## config.mk

```make
export PLATFORM = sky130hd
export DESIGN_NAME = hamming_dist_avs
export DESIGN_NICKNAME = d
export VERILOG_FILES = /design/src/rtl/hamming_pkg.sv /design/src/rtl/hamming_popcount32.sv /design/src/rtl/hamming_dist_avs.sv
export SDC_FILE = /design/constraint.sdc
export NUM_CORES = 1
export LEC_CHECK = 0
export CAP_MARGIN = 20
export CORE_MARGIN = 2
export CORE_UTILIZATION = 60
export DETAILED_ROUTE_END_ITERATION = 12
export PLACE_DENSITY = 0.82
export SYNTH_ARGS = -nofsm -noshare
export SYNTH_HDL_FRONTEND = slang
export SYNTH_SLANG_ARGS = --single-unit
export TNS_END_PERCENT = 5
```

## constraint.sdc

```tcl
create_clock -name clk -period 7.8 [get_ports clk]
set_input_delay 0.78 -clock clk [delete_from_list [all_inputs] [get_ports clk]]
set_output_delay 0.78 -clock clk [all_outputs]
set_load 0.01 [all_outputs]
```

## src/rtl/hamming_pkg.sv

```systemverilog
// Shared constants and types for the Hamming-distance engine.
package hamming_pkg;

  // Register word addresses
  localparam logic [2:0] REG_CTRL   = 3'd0;
  localparam logic [2:0] REG_STATUS = 3'd1;
  localparam logic [2:0] REG_LEN    = 3'd2;
  localparam logic [2:0] REG_DATA_A = 3'd3;
  localparam logic [2:0] REG_DATA_B = 3'd4;
  localparam logic [2:0] REG_RESULT = 3'd5;
  localparam logic [2:0] REG_IRQ_EN = 3'd6;

  // CTRL bit positions
  localparam int unsigned CTRL_START_BIT = 0;
  localparam int unsigned CTRL_CLEAR_BIT = 1;

  // STATUS bit positions
  localparam int unsigned STAT_BUSY_BIT = 0;
  localparam int unsigned STAT_DONE_BIT = 1;
  localparam int unsigned STAT_OVF_BIT  = 2;
  localparam int unsigned STAT_REM_LSB  = 16;
  localparam int unsigned STAT_REM_W    = 16;

  // Popcount of a 32-bit word spans 0..32
  localparam int unsigned POPCNT_W = 6;

  typedef enum logic [1:0] {
    IDLE  = 2'd0,
    ACCUM = 2'd1,
    DRAIN = 2'd2,
    DONE  = 2'd3
  } state_t;

endpackage

```

## src/rtl/hamming_popcount32.sv

```systemverilog
// Combinational 32-bit popcount: eight nibble counts summed in a small tree.
module hamming_popcount32
  import hamming_pkg::*;
(
  input  logic [31:0]         data,
  output logic [POPCNT_W-1:0] count_c
);

  logic [2:0] nib_c [8];
  logic [3:0] pair_c [4];
  logic [4:0] quad_c [2];

  // Per-nibble counts, then pairwise reduction
  always_comb begin
    for (int k = 0; k < 8; k++) begin
      nib_c[k] = 3'(data[4*k]) + 3'(data[4*k+1]) + 3'(data[4*k+2]) + 3'(data[4*k+3]);
    end
    for (int k = 0; k < 4; k++) begin
      pair_c[k] = 4'(nib_c[2*k]) + 4'(nib_c[2*k+1]);
    end
    for (int k = 0; k < 2; k++) begin
      quad_c[k] = 5'(pair_c[2*k]) + 5'(pair_c[2*k+1]);
    end
    count_c = POPCNT_W'(quad_c[0]) + POPCNT_W'(quad_c[1]);
  end

endmodule

```

## src/rtl/hamming_dist_avs.sv

```systemverilog
// Avalon-MM Hamming-distance accumulator: XOR -> popcount -> saturating sum.
// Optional macro HAMMING_IRQ_EN adds the irq output and IRQ_EN register.
module hamming_dist_avs
  import hamming_pkg::*;
#(
  parameter int unsigned DATA_W = 32,
  parameter int unsigned ACC_W  = 32,
  parameter int unsigned LEN_W  = 16
) (
  input  logic              clk,
  input  logic              reset_n,
  input  logic [2:0]        avs_address,
  input  logic              avs_read,
  input  logic              avs_write,
  input  logic [31:0]       avs_writedata,
  output logic [31:0]       avs_readdata,
`ifdef HAMMING_IRQ_EN
  output logic              irq,
`endif
  output logic [2:0]        led_status
);

  state_t              state;
  logic [LEN_W-1:0]    len_reg;
  logic [LEN_W-1:0]    remaining;
  logic [DATA_W-1:0]   a_reg;
  logic [ACC_W-1:0]    acc;
  logic                overflow;
  logic                s0_valid;
  logic [DATA_W-1:0]   s0_xor;
  logic                s1_valid;
  logic [POPCNT_W-1:0] s1_cnt;
  logic [POPCNT_W-1:0] pop_c;
  logic [ACC_W:0]      sum_c;
  logic                wr_ctrl_c;
  logic                start_c;
  logic                clear_c;
  logic                wr_b_c;
  logic                busy_c;
  logic                done_c;
  logic                drain_exit_c;
  logic                start_ok_c;
  logic [31:0]         rd_mux_c;

  // Decoded write strobes and status terms
  always_comb begin
    wr_ctrl_c    = avs_write && (avs_address == REG_CTRL);
    start_c      = wr_ctrl_c && avs_writedata[CTRL_START_BIT];
    clear_c      = wr_ctrl_c && avs_writedata[CTRL_CLEAR_BIT];
    wr_b_c       = avs_write && (avs_address == REG_DATA_B);
    busy_c       = (state == ACCUM) || (state == DRAIN);
    done_c       = (state == DONE);
    start_ok_c   = start_c && ((state == IDLE) || (state == DONE));
    drain_exit_c = (state == DRAIN) && !s0_valid;
    sum_c        = {1'b0, acc} + (ACC_W+1)'(s1_cnt);
  end

  hamming_popcount32 u_popcount (
    .data    (32'(s0_xor)),
    .count_c (pop_c)
  );

  // Job FSM, 3-stage datapath and configuration registers; clear overrides all
  always_ff @(posedge clk or negedge reset_n) begin
    if (!reset_n) begin
      state     <= IDLE;
      len_reg   <= '0;
      remaining <= '0;
      a_reg     <= '0;
      acc       <= '0;
      overflow  <= 1'b0;
      s0_valid  <= 1'b0;
      s0_xor    <= '0;
      s1_valid  <= 1'b0;
      s1_cnt    <= '0;
    end else begin
      s0_valid <= 1'b0;
      s1_valid <= s0_valid;
      s1_cnt   <= pop_c;
      if (s1_valid) begin
        if (sum_c[ACC_W]) begin
          acc      <= '1;
          overflow <= 1'b1;
        end else begin
          acc <= sum_c[ACC_W-1:0];
        end
      end
      if (avs_write && (avs_address == REG_LEN)) len_reg <= LEN_W'(avs_writedata);
      if (avs_write && (avs_address == REG_DATA_A)) a_reg <= DATA_W'(avs_writedata);
      case (state)
        IDLE, DONE: begin
          if (start_c) begin
            state     <= (len_reg == '0) ? DRAIN : ACCUM;
            remaining <= len_reg;
            acc       <= '0;
            overflow  <= 1'b0;
          end
        end
        ACCUM: begin
          if (wr_b_c) begin
            s0_valid  <= 1'b1;
            s0_xor    <= a_reg ^ DATA_W'(avs_writedata);
            remaining <= remaining - LEN_W'(1);
            if (remaining == LEN_W'(1)) state <= DRAIN;
          end
        end
        DRAIN: begin
          // s1 retires on this edge when s0 is already empty
          if (!s0_valid) state <= DONE;
        end
        default: state <= IDLE;
      endcase
      if (clear_c) begin
        state     <= IDLE;
        acc       <= '0;
        remaining <= '0;
        overflow  <= 1'b0;
        s0_valid  <= 1'b0;
        s1_valid  <= 1'b0;
      end
    end
  end

`ifdef HAMMING_IRQ_EN
  logic irq_en;

  // Interrupt enable and level interrupt raised on job completion
  always_ff @(posedge clk or negedge reset_n) begin
    if (!reset_n) begin
      irq_en <= 1'b0;
      irq    <= 1'b0;
    end else begin
      if (avs_write && (avs_address == REG_IRQ_EN)) irq_en <= avs_writedata[0];
      if (start_ok_c || clear_c) irq <= 1'b0;
      else if (drain_exit_c && irq_en) irq <= 1'b1;
    end
  end
`endif

  // Read data multiplexer
  always_comb begin
    rd_mux_c = '0;
    case (avs_address)
      REG_STATUS: begin
        rd_mux_c[STAT_BUSY_BIT] = busy_c;
        rd_mux_c[STAT_DONE_BIT] = done_c;
        rd_mux_c[STAT_OVF_BIT]  = overflow;
        rd_mux_c[STAT_REM_LSB +: STAT_REM_W] = STAT_REM_W'(remaining);
      end
      REG_LEN:    rd_mux_c = 32'(len_reg);
      REG_RESULT: rd_mux_c = 32'(acc);
`ifdef HAMMING_IRQ_EN
      REG_IRQ_EN: rd_mux_c[0] = irq_en;
`endif
      default:    rd_mux_c = '0;
    endcase
  end

  // Registered read data and LED status
  always_ff @(posedge clk or negedge reset_n) begin
    if (!reset_n) begin
      avs_readdata <= '0;
      led_status   <= '0;
    end else begin
      avs_readdata <= avs_read ? rd_mux_c : '0;
      led_status   <= {overflow, done_c, busy_c};
    end
  end

endmodule

```

==> results of run 1 <==
==> layout by cell type, fill, tap and decap left out, types with 8 or more instances in the layout <==
master                            netlist  routed
sky130_fd_sc_hd__nor2b_1               31      31
sky130_fd_sc_hd__clkdlybuf4s50_1        0      72
sky130_fd_sc_hd__xor2_1                16      16
sky130_fd_sc_hd__a21oi_1               61      61
sky130_fd_sc_hd__nor3_1                11      11
sky130_fd_sc_hd__mux2_2                48      48
sky130_fd_sc_hd__nor4_1                16      16
sky130_fd_sc_hd__a22oi_1               33      33
sky130_fd_sc_hd__o21ai_0               38      38
sky130_fd_sc_hd__and2_1                 8       8
sky130_fd_sc_hd__buf_4                  0       8
sky130_fd_sc_hd__nor2_1                47      46
sky130_fd_sc_hd__xnor2_1               38      38
sky130_fd_sc_hd__a31oi_1                9       9
sky130_fd_sc_hd__fa_1                  26      26
sky130_fd_sc_hd__ha_1                  33      33
sky130_fd_sc_hd__nand2_1               38      38
sky130_fd_sc_hd__dfrtp_1              174     174
sky130_fd_sc_hd__nand4_1               10      10
sky130_fd_sc_hd__inv_1                 63      63
sky130_fd_sc_hd__clkbuf_16              0      17
==> worst max-delay path: cells and delay by family (launching register included) <==
family / cells / cell delay [ps]
adders and majority gates: 9 / 3630
buffers and inverters: 4 / 250
DFF: 1 / 390
==> worst min path at each step <==
| stage | endpoint | slack, ps | depth (start not counted) |
|---|---|---|---|
| 2_1_floorplan | led_status[2]$_DFF_PN0_ | 370 | 0 |
| 3_5_place_dp | led_status[2]$_DFF_PN0_ | 410 | 0 |
| 3_3_place_gp | led_status[2]$_DFF_PN0_ | 410 | 0 |
| 4_1_cts | led_status[2]$_DFF_PN0_ | 430 | 0 |
| 5_1_grt | led_status[2]$_DFF_PN0_ | 450 | 0 |
| 6_report | avs_readdata[1]$_DFF_PN0_ | 440 | 1 |
==> per-layer routing <==
layer / up-vias / part of all wire [%]
met5: - / 0
met2: 284 / 47
li1: 3013 / -
met3: 50 / 7.5
met1: 3332 / 43
met4: 0 / 2.1
==> through the flow <==
| step | hold WS (ps) | std cells | util [%] | setup WS (ps) |
|---|---|---|---|---|
| final | 435 | 1088 | 71.9 | 3480 |
| after global placement | 411 | 1055 | 67.5 | 3580 |
| after CTS | 426 | 1087 | 71.8 | 3440 |
| after global routing | 449 | 1088 | 71.9 | 3260 |
| after floorplan | 373 | 833 | - | 3650 |
| after detailed placement | 409 | 1056 | 67.7 | 3440 |
==> cell type report <==
type	count	area, um^2
clock buffer	21	470
clock inverter	10	136
fill	999	4120
inverter	63	236
multi-input combinational	554	4280
sequential	174	4350
tap	184	230
timing repair buffer	82	812
==> synthesized netlist by cell type, types with 2 or more instances <==
master	number
sky130_fd_sc_hd__dfrtp_1	174
sky130_fd_sc_hd__inv_1	63
sky130_fd_sc_hd__a21oi_1	61
sky130_fd_sc_hd__mux2_2	48
sky130_fd_sc_hd__nor2_1	47
sky130_fd_sc_hd__nand2_1	38
sky130_fd_sc_hd__o21ai_0	38
sky130_fd_sc_hd__xnor2_1	38
sky130_fd_sc_hd__clkbuf_1	35
sky130_fd_sc_hd__a22oi_1	33
sky130_fd_sc_hd__ha_1	33
sky130_fd_sc_hd__nor2b_1	31
sky130_fd_sc_hd__fa_1	26
sky130_fd_sc_hd__nor4_1	16
sky130_fd_sc_hd__xor2_1	16
sky130_fd_sc_hd__nor3_1	11
sky130_fd_sc_hd__nand4_1	10
sky130_fd_sc_hd__a31oi_1	9
sky130_fd_sc_hd__and2_1	8
sky130_fd_sc_hd__nand3_1	6
sky130_fd_sc_hd__o21ai_1	6
sky130_fd_sc_hd__o221a_1	6
sky130_fd_sc_hd__a21o_1	5
sky130_fd_sc_hd__and3_1	5
sky130_fd_sc_hd__nand2b_1	5
sky130_fd_sc_hd__buf_2	4
sky130_fd_sc_hd__mux2i_1	4
sky130_fd_sc_hd__o211ai_1	4
sky130_fd_sc_hd__a211oi_2	3
sky130_fd_sc_hd__nor3b_1	3
sky130_fd_sc_hd__o21a_1	3
sky130_fd_sc_hd__or3_1	3
sky130_fd_sc_hd__or4_1	3
sky130_fd_sc_hd__a211oi_1	2
sky130_fd_sc_hd__and4_1	2
sky130_fd_sc_hd__buf_1	2
sky130_fd_sc_hd__nand3_2	2
sky130_fd_sc_hd__nor4b_1	2
sky130_fd_sc_hd__o21bai_1	2
sky130_fd_sc_hd__o311ai_1	2
==> cells by family after synthesis <==
kind of cell	Yosys count	share of synthesized area, %
AOI/OAI and AO/OA	186	13.2
xor gates and xnor gates	54	5.23
adders and majority gates	59	10.3
buffers and inverters	105	4.50
DFF	174	48.2
muxes	52	6.42
and+or+nand+nor	203	12.2
==> summary by stage, run 1 <==
Status
The flow ran to the end, and the final reports show no timing, DRC or antenna violations.

Layout
After routing the design area is 10500 um^2. In the final design database the tool counted 990 nets. The diode insertion count for antenna repair is 0. The post-route netlist has 11.5% of its cells at a drive strength greater than 1. From synthesis to final layout, the design area changed by 16.4%.

Detailed routing
After detailed routing, the number of vias per cell comes to 6.14. The detailed router placed 6679 vias in this run. For this block, the routed nets add up to between 20000 and 25000 um of wire. After detailed routing, the number of remaining DRC violations is 0. In the final routed layout, each cell accounts on average for 19.9 um. In this run the remaining antenna-violating nets after routing total 0. The detailed router finished its first iteration with 663 violations. For this run, the detailed router's first-pass iteration total came to 6.

Synthesis
The average size of a mapped cell is between 10 and 15 um^2. During synthesis, Yosys emitted a total of 0 warnings. Ranked by total cell area, the synthesized netlist is headed by sky130_fd_sc_hd__dfrtp_1 48%, sky130_fd_sc_hd__mux2_2 6.0%, sky130_fd_sc_hd__fa_1 5.8%. The count of cell types in the netlist is 64. The net count after synthesis is 931. Yosys mapped a number of flops with a built-in enable equal to 0. The dominant synthesized flop cell is sky130_fd_sc_hd__dfrtp_1.

After synthesis, the share of flip-flops with an asynchronous set or reset is between 90% and 100%. Counting flops and latches in the post-synthesis netlist gives around 170. The fraction of synthesized cell area taken by the top area cell type is approximately 48%. The biggest area contributor in the post-synthesis netlist is sky130_fd_sc_hd__dfrtp_1. The portion of the post-synthesis area used by sequential elements is between 40% and 50%. The cell count after synthesis came out at 833.

The cell area that synthesis handed to floorplanning was 9040 um^2.

Timing
The maximum clock frequency is 0.231 GHz. The share of the cycle needed by the critical path after routing is 55.4%. In the final timing run, aggregate negative setup slack is 0 ps. The hold violation total from the final report is 0. For the final database, setup skew stands at 9.07 ps. Setup repair after global routing left no endpoint under its margin. The number of pins exceeding their max-slew limit in the final report is 0. After layout, the minimum clock period comes to 4320 ps. The headroom to the max-slew limit is 32.5%. For the pin with the worst max-slew slack, the measured transition is 1010 ps. The final count of negative-setup-slack endpoints is 0.

Die
The die covers 16100 um^2. The area of the placeable core is 14600 um^2. The vertical die dimension is 127 um. During I/O placement, the number of pins put on the boundary was 74. The row count is 44. The initial core utilization is 61.7%. The floorplan step set the die width to between 100 and 150 um.

Clock network
The longest clock path from root to sink contains 2 buffers. The TritonCTS clock tree is built. Clock-pin slew was measured on the worst setup and hold paths at approximately 60 ps.

The clock sink count is 174. Buffers inserted during clock tree synthesis total 17. For the worst-skew pair, the clock arrives at the later sink with an insertion delay of 430 ps. CTS built an H-tree with a depth of 4. The post-CTS setup buffer count is 0. The number of buffers inserted for hold repair after clock tree synthesis is 0.

Once the clock tree was built, the resizer swapped 0 gates to a different size. The clock tree root buffer cell is sky130_fd_sc_hd__clkbuf_16.

Place
Input and output buffers added on the ports amount to 73. Detailed placement finished with a half-perimeter wire length of approximately 15000 um. The weighted congestion at the end of routability-driven global placement is ~0.9. The total placed instance area is 9910 um^2.

Critical path
The worst register-to-register path ends at s1_cnt[3]$_DFF_PN0_. The worst setup path is launched from a flip-flop. The endpoint arrival time on the critical path is 4700 ps. The signal on the critical path passes through ha_1 > fa_1 > ha_1 > fa_1 > inv_1 > fa_1 > fa_1 > inv_1 > fa_1 > ha_1 > inv_1 > fa_1 > inv_1. The slowest stage cell on the critical path is sky130_fd_sc_hd__fa_1. The capture point of the critical path is s1_cnt[3]$_DFF_PN0_. The most numerous cell on the critical path is sky130_fd_sc_hd__fa_1. Setup slack on the worst reg-to-reg path comes out at around 3500 ps. The delay of the slowest critical-path stage is roughly 560 ps. The worst setup path startpoint is s0_xor[28]$_DFFE_PN0P_. The kind of end point of the critical path is a flip-flop. In this run the critical register-to-register path is launched from s0_xor[28]$_DFFE_PN0P_.

The biggest fanout along the worst timing path is 2. By startpoint and endpoint, the worst setup path is classified as reg -> reg. Measured in cells, the most critical reg-to-reg path has a length of 13. For the worst setup path, the data required time is about 8000 ps.

Worst hold path
The worst hold path belongs to the class in -> async.

Global route
The wire length of the first global-routing pass is 36500 um. In the global route stage, met2 resource usage came out at between 40% and 50%. The layer with the highest usage after global routing is met2. The final global-route overflow total is 0. The initial antenna violation count is 0. For met1 alone, demand over resource in global routing was 40.3%. The via count of the first global-routing pass came to 7013. Entering global routing, the biggest net connects 104 pins. For this run, the total global-route usage over all layers was measured as 29.1%. The global routing usage on met3 is 7.38%.

Run
Max-cap violations in this run came to 0.
Power of run 1 is not shown: default switching activity piles up to over one toggle a cycle in this logic, so the estimate is an artifact.
==> run 2: changes to the inputs <==
--- a/config.mk
+++ b/config.mk
@@ -7,9 +7,9 @@
 export LEC_CHECK = 0
 export CAP_MARGIN = 20
 export CORE_MARGIN = 2
-export CORE_UTILIZATION = 60
+export CORE_UTILIZATION = 53
 export DETAILED_ROUTE_END_ITERATION = 12
-export PLACE_DENSITY = 0.82
+export PLACE_DENSITY = 0.77
 export SYNTH_ARGS = -nofsm -noshare
 export SYNTH_HDL_FRONTEND = slang
 export SYNTH_SLANG_ARGS = --single-unit
==> constraint.sdc (replaced) <==
create_clock -name clk -period 3.8 [get_ports clk]
set_input_delay 0.38 -clock clk [delete_from_list [all_inputs] [get_ports clk]]
set_output_delay 0.38 -clock clk [all_outputs]
set_load 0.01 [all_outputs]
==> run 2 against run 1 <==
Net effect:
- cell area grew 2.3%
- the flow now finishes with violations (setup timing)
- cell count increased by 5.0%
- global-route usage is 4.8 points lower
- routed wire length shrank 2.8%
- highest routed layer unchanged
- sequential cell count is the same
==> summary by stage, run 2 (synthesized netlist as in run 1, its figures left out) <==
Clock network
The clock sink count came to 174 (unchanged). The H-tree depth reported by CTS is 4 (unchanged). The clock-pin transition on the worst setup and hold timing paths is 60 ps (about the same). The CTS buffer count is 17 (unchanged).

The clock latency of the later-clocked register in the worst-skew pair is 430 ps (about the same). The TritonCTS clock tree is built. The maximum buffer depth of the clock tree is 2 (unchanged). The clock tree root buffer cell is sky130_fd_sc_hd__clkbuf_16.

The number of buffers inserted for hold repair after clock tree synthesis is 0 (unchanged).

Global route
The initial antenna violation count came to 1 (+1). The via count of the first global-routing pass is 6525 (-7.0%). The largest net degree at the start of global routing was 92 (-12%). The final global-route overflow total is 0 (unchanged).

The wire length of the first global-routing pass came to 33800 um (-7.3%). The overall global routing resource usage is 24.3% (-4.8 points).

Critical path
The critical path in this run is classified as reg -> reg. The sum of buffers and inverters on the critical path came to 4 (unchanged). The endpoint arrival time on the critical path is 4510 ps (-190 ps).

In this run the critical register-to-register path is captured at s1_cnt[3]$_DFF_PN0_. The delay of the slowest critical-path stage is 530 ps (-30 ps). The slowest stage of the critical path belongs to the cell sky130_fd_sc_hd__fa_1.

The signal on the critical path passes through ha_4 > fa_2 > ha_4 > fa_1 > fa_1 > fa_1 > inv_1 > fa_1 > inv_2 > ha_4 > inv_2 > fa_2 > inv_2. The start of the worst register-to-register path is s0_xor[21]$_DFFE_PN0P_. The setup slack of the most critical reg-to-reg path is -390 ps (-3860 ps). The kind of end point of the critical path is a flip-flop. The critical path data required time is 4130 ps (-4040 ps). The cell type group with the largest total delay on the critical path is adder cells.

The biggest fanout along the worst timing path was 2 (unchanged). The most numerous cell on the critical path is sky130_fd_sc_hd__fa_1. The number of cells on the worst reg-to-reg path came to 13 (unchanged). The element type at the critical path start is a flip-flop.

Layout
The final core utilization was 64.7% (-7.2 points). Compared with the post-synthesis result, the final layout area differs by 19.1%. The fraction of layout instances using a drive strength above 1 is 16.1% (+4.6 points). The most common library cell in the layout ignoring fill and taps is sky130_fd_sc_hd__dfrtp_1. The final-stage net count is 1008 (+1.8%). The number of filler instances in the final layout is 1242 (+24%). In the layout the commonest cells are 174 x sky130_fd_sc_hd__dfrtp_1, 72 x sky130_fd_sc_hd__clkdlybuf4s50_1, 61 x sky130_fd_sc_hd__a21oi_1.

Place
The number of buffer cells added on primary ports is 73 (unchanged). The weighted congestion at the end of routability-driven global placement came to 0.929 (+1.8%). The post-DP HPWL is 14800 um (-4.6%).

Timing
The number of pins exceeding their max-slew limit in the final report is 0 (unchanged). The slew at the pin with the worst max-slew slack is 893 ps (-115 ps). The headroom to the max-slew limit is 40.3% (+7.7 points).

The hold violation total from the final report is 0 (unchanged). The final worst setup slack is -386 ps (-3860 ps). The share of the cycle needed by the critical path after routing is 110% (+55 points).

The final count of negative-setup-slack endpoints is 3 (+3). The maximum clock frequency was 0.239 GHz (+3.3%). The shortest clock period the worst path allows after layout is 4190 ps (-138 ps).

The maximum clock skew at final layout is 10.8 ps (+1.74 ps). Setup repair after global routing could not meet its margin everywhere.

Die
The row count came to 47 (+6.8%). The initial core utilization is 54.3% (-7.4 points). The horizontal extent of the die was 135 um (+6.2%).

The overall die area is 18100 um^2 (+13%). The vertical die dimension is 135 um (+6.2%). The area of the placeable core was 16600 um^2 (+14%).

The count of pins on the block boundary is 74 (unchanged).

Detailed routing
The total routed wirelength is 21000 um (-2.8%). The number of design rule violations left after detail routing was 0 (unchanged). The average detailed-routed wire length per instance is 18.4 um (-7.4%). The number of search-and-repair iterations in the first detailed-routing pass is 5 (-1). The number of violations reported at the end of detailed-routing iteration 0 is 665 (+0.30%). The average vias per placed instance was 5.78 (-5.8%). The total number of vias is 6605 (-1.1%). The post-route antenna net violation count is 0 (unchanged).

Status
The run finished, with violations left. The final reports fail on setup timing.

Run
The number of max-cap violations is 0 (unchanged).

Worst hold path
The classification of the worst-slack hold path is in -> async.
run 2: cell types whose count changed in the layout (fill, tap and decap cells not counted), sizes merged:
cell | before | now
diode | 0 | 1
clkbuf | 21 | 23
clkinv | 3 | 5
inv | 64 | 63
bufinv | 3 | 1
buf | 10 | 28
clkinvlp | 3 | 1
run 2: repair_timing:
item,CTS,global route
pin swaps,16,11
setup endpoints to repair,4,4
gates resized for setup,9,5
setup buffers,4,2
run 2: final cells by class:
| class | instances | area (um^2) | area share, % |
|---|---|---|---|
| flip-flops and latches | 174 | 4350 | 40.5 |
| multi-input cells | 554 | 4420 | 41.1 |
| repair buffers | 100 | 947 | 8.80 |
| clock buffers | 23 | 458 | 4.26 |
| well taps | 220 | 275 | 2.56 |
| diodes | 1 | 2.50 | 0.0233 |
| clock inverters | 7 | 66.3 | 0.616 |
| inverters | 63 | 236 | 2.20 |
run 2: stage by stage:
stage                     setup TNS [ps]  setup slack [ps]  cells  instance area [um^2]  hold WS, ps
after CTS                           -955              -403   1138                 10700         67.5
after global placement              -879              -361   1104                 10100          428
after floorplan                     -675              -286    833                  9100         84.4
after global routing               -1280              -494   1141                 10800          102
after detailed placement           -1130              -450   1104                 10100          431
final                               -931              -386   1142                 10800         20.7
run 2: worst max path at each step:
| stage | startpoint | end | slack (ps) | cells after the start |
|---|---|---|---|---|
| after CTS | s0_xor[29]$_DFFE_PN0P_ | s1_cnt[3]$_DFF_PN0_ | -400 | 13 |
| after global routing | s0_xor[21]$_DFFE_PN0P_ | s1_cnt[3]$_DFF_PN0_ | -490 | 13 |
| after global placement | s0_xor[21]$_DFFE_PN0P_ | s1_cnt[3]$_DFF_PN0_ | -360 | 13 |
| after floorplan | s0_xor[21]$_DFFE_PN0P_ | s1_cnt[3]$_DFF_PN0_ | -290 | 13 |
| final | s0_xor[21]$_DFFE_PN0P_ | s1_cnt[3]$_DFF_PN0_ | -390 | 13 |
| after detailed placement | s0_xor[21]$_DFFE_PN0P_ | s1_cnt[3]$_DFF_PN0_ | -450 | 13 |
run 2: routing by layer:
metal / global-route usage, % / routed length (um)
met2: 37.0 / 9840
met4: 7.60 / 428
met3: 5.56 / 1560
met1: 34.9 / 9210
met5: 0 / 0
run 2: worst reg2reg max path: stages, from the launching register on:
cell and delay (ps):
sky130_fd_sc_hd__dfrtp_1 420, sky130_fd_sc_hd__ha_4 260, sky130_fd_sc_hd__fa_2 380, sky130_fd_sc_hd__ha_4 180, sky130_fd_sc_hd__fa_1 530, sky130_fd_sc_hd__fa_1 520
sky130_fd_sc_hd__fa_1 500, sky130_fd_sc_hd__inv_1 50, sky130_fd_sc_hd__fa_1 440, sky130_fd_sc_hd__inv_2 80, sky130_fd_sc_hd__ha_4 130, sky130_fd_sc_hd__inv_2 40
sky130_fd_sc_hd__fa_2 530, sky130_fd_sc_hd__inv_2 30
Power of run 2 is left out for the same reason.
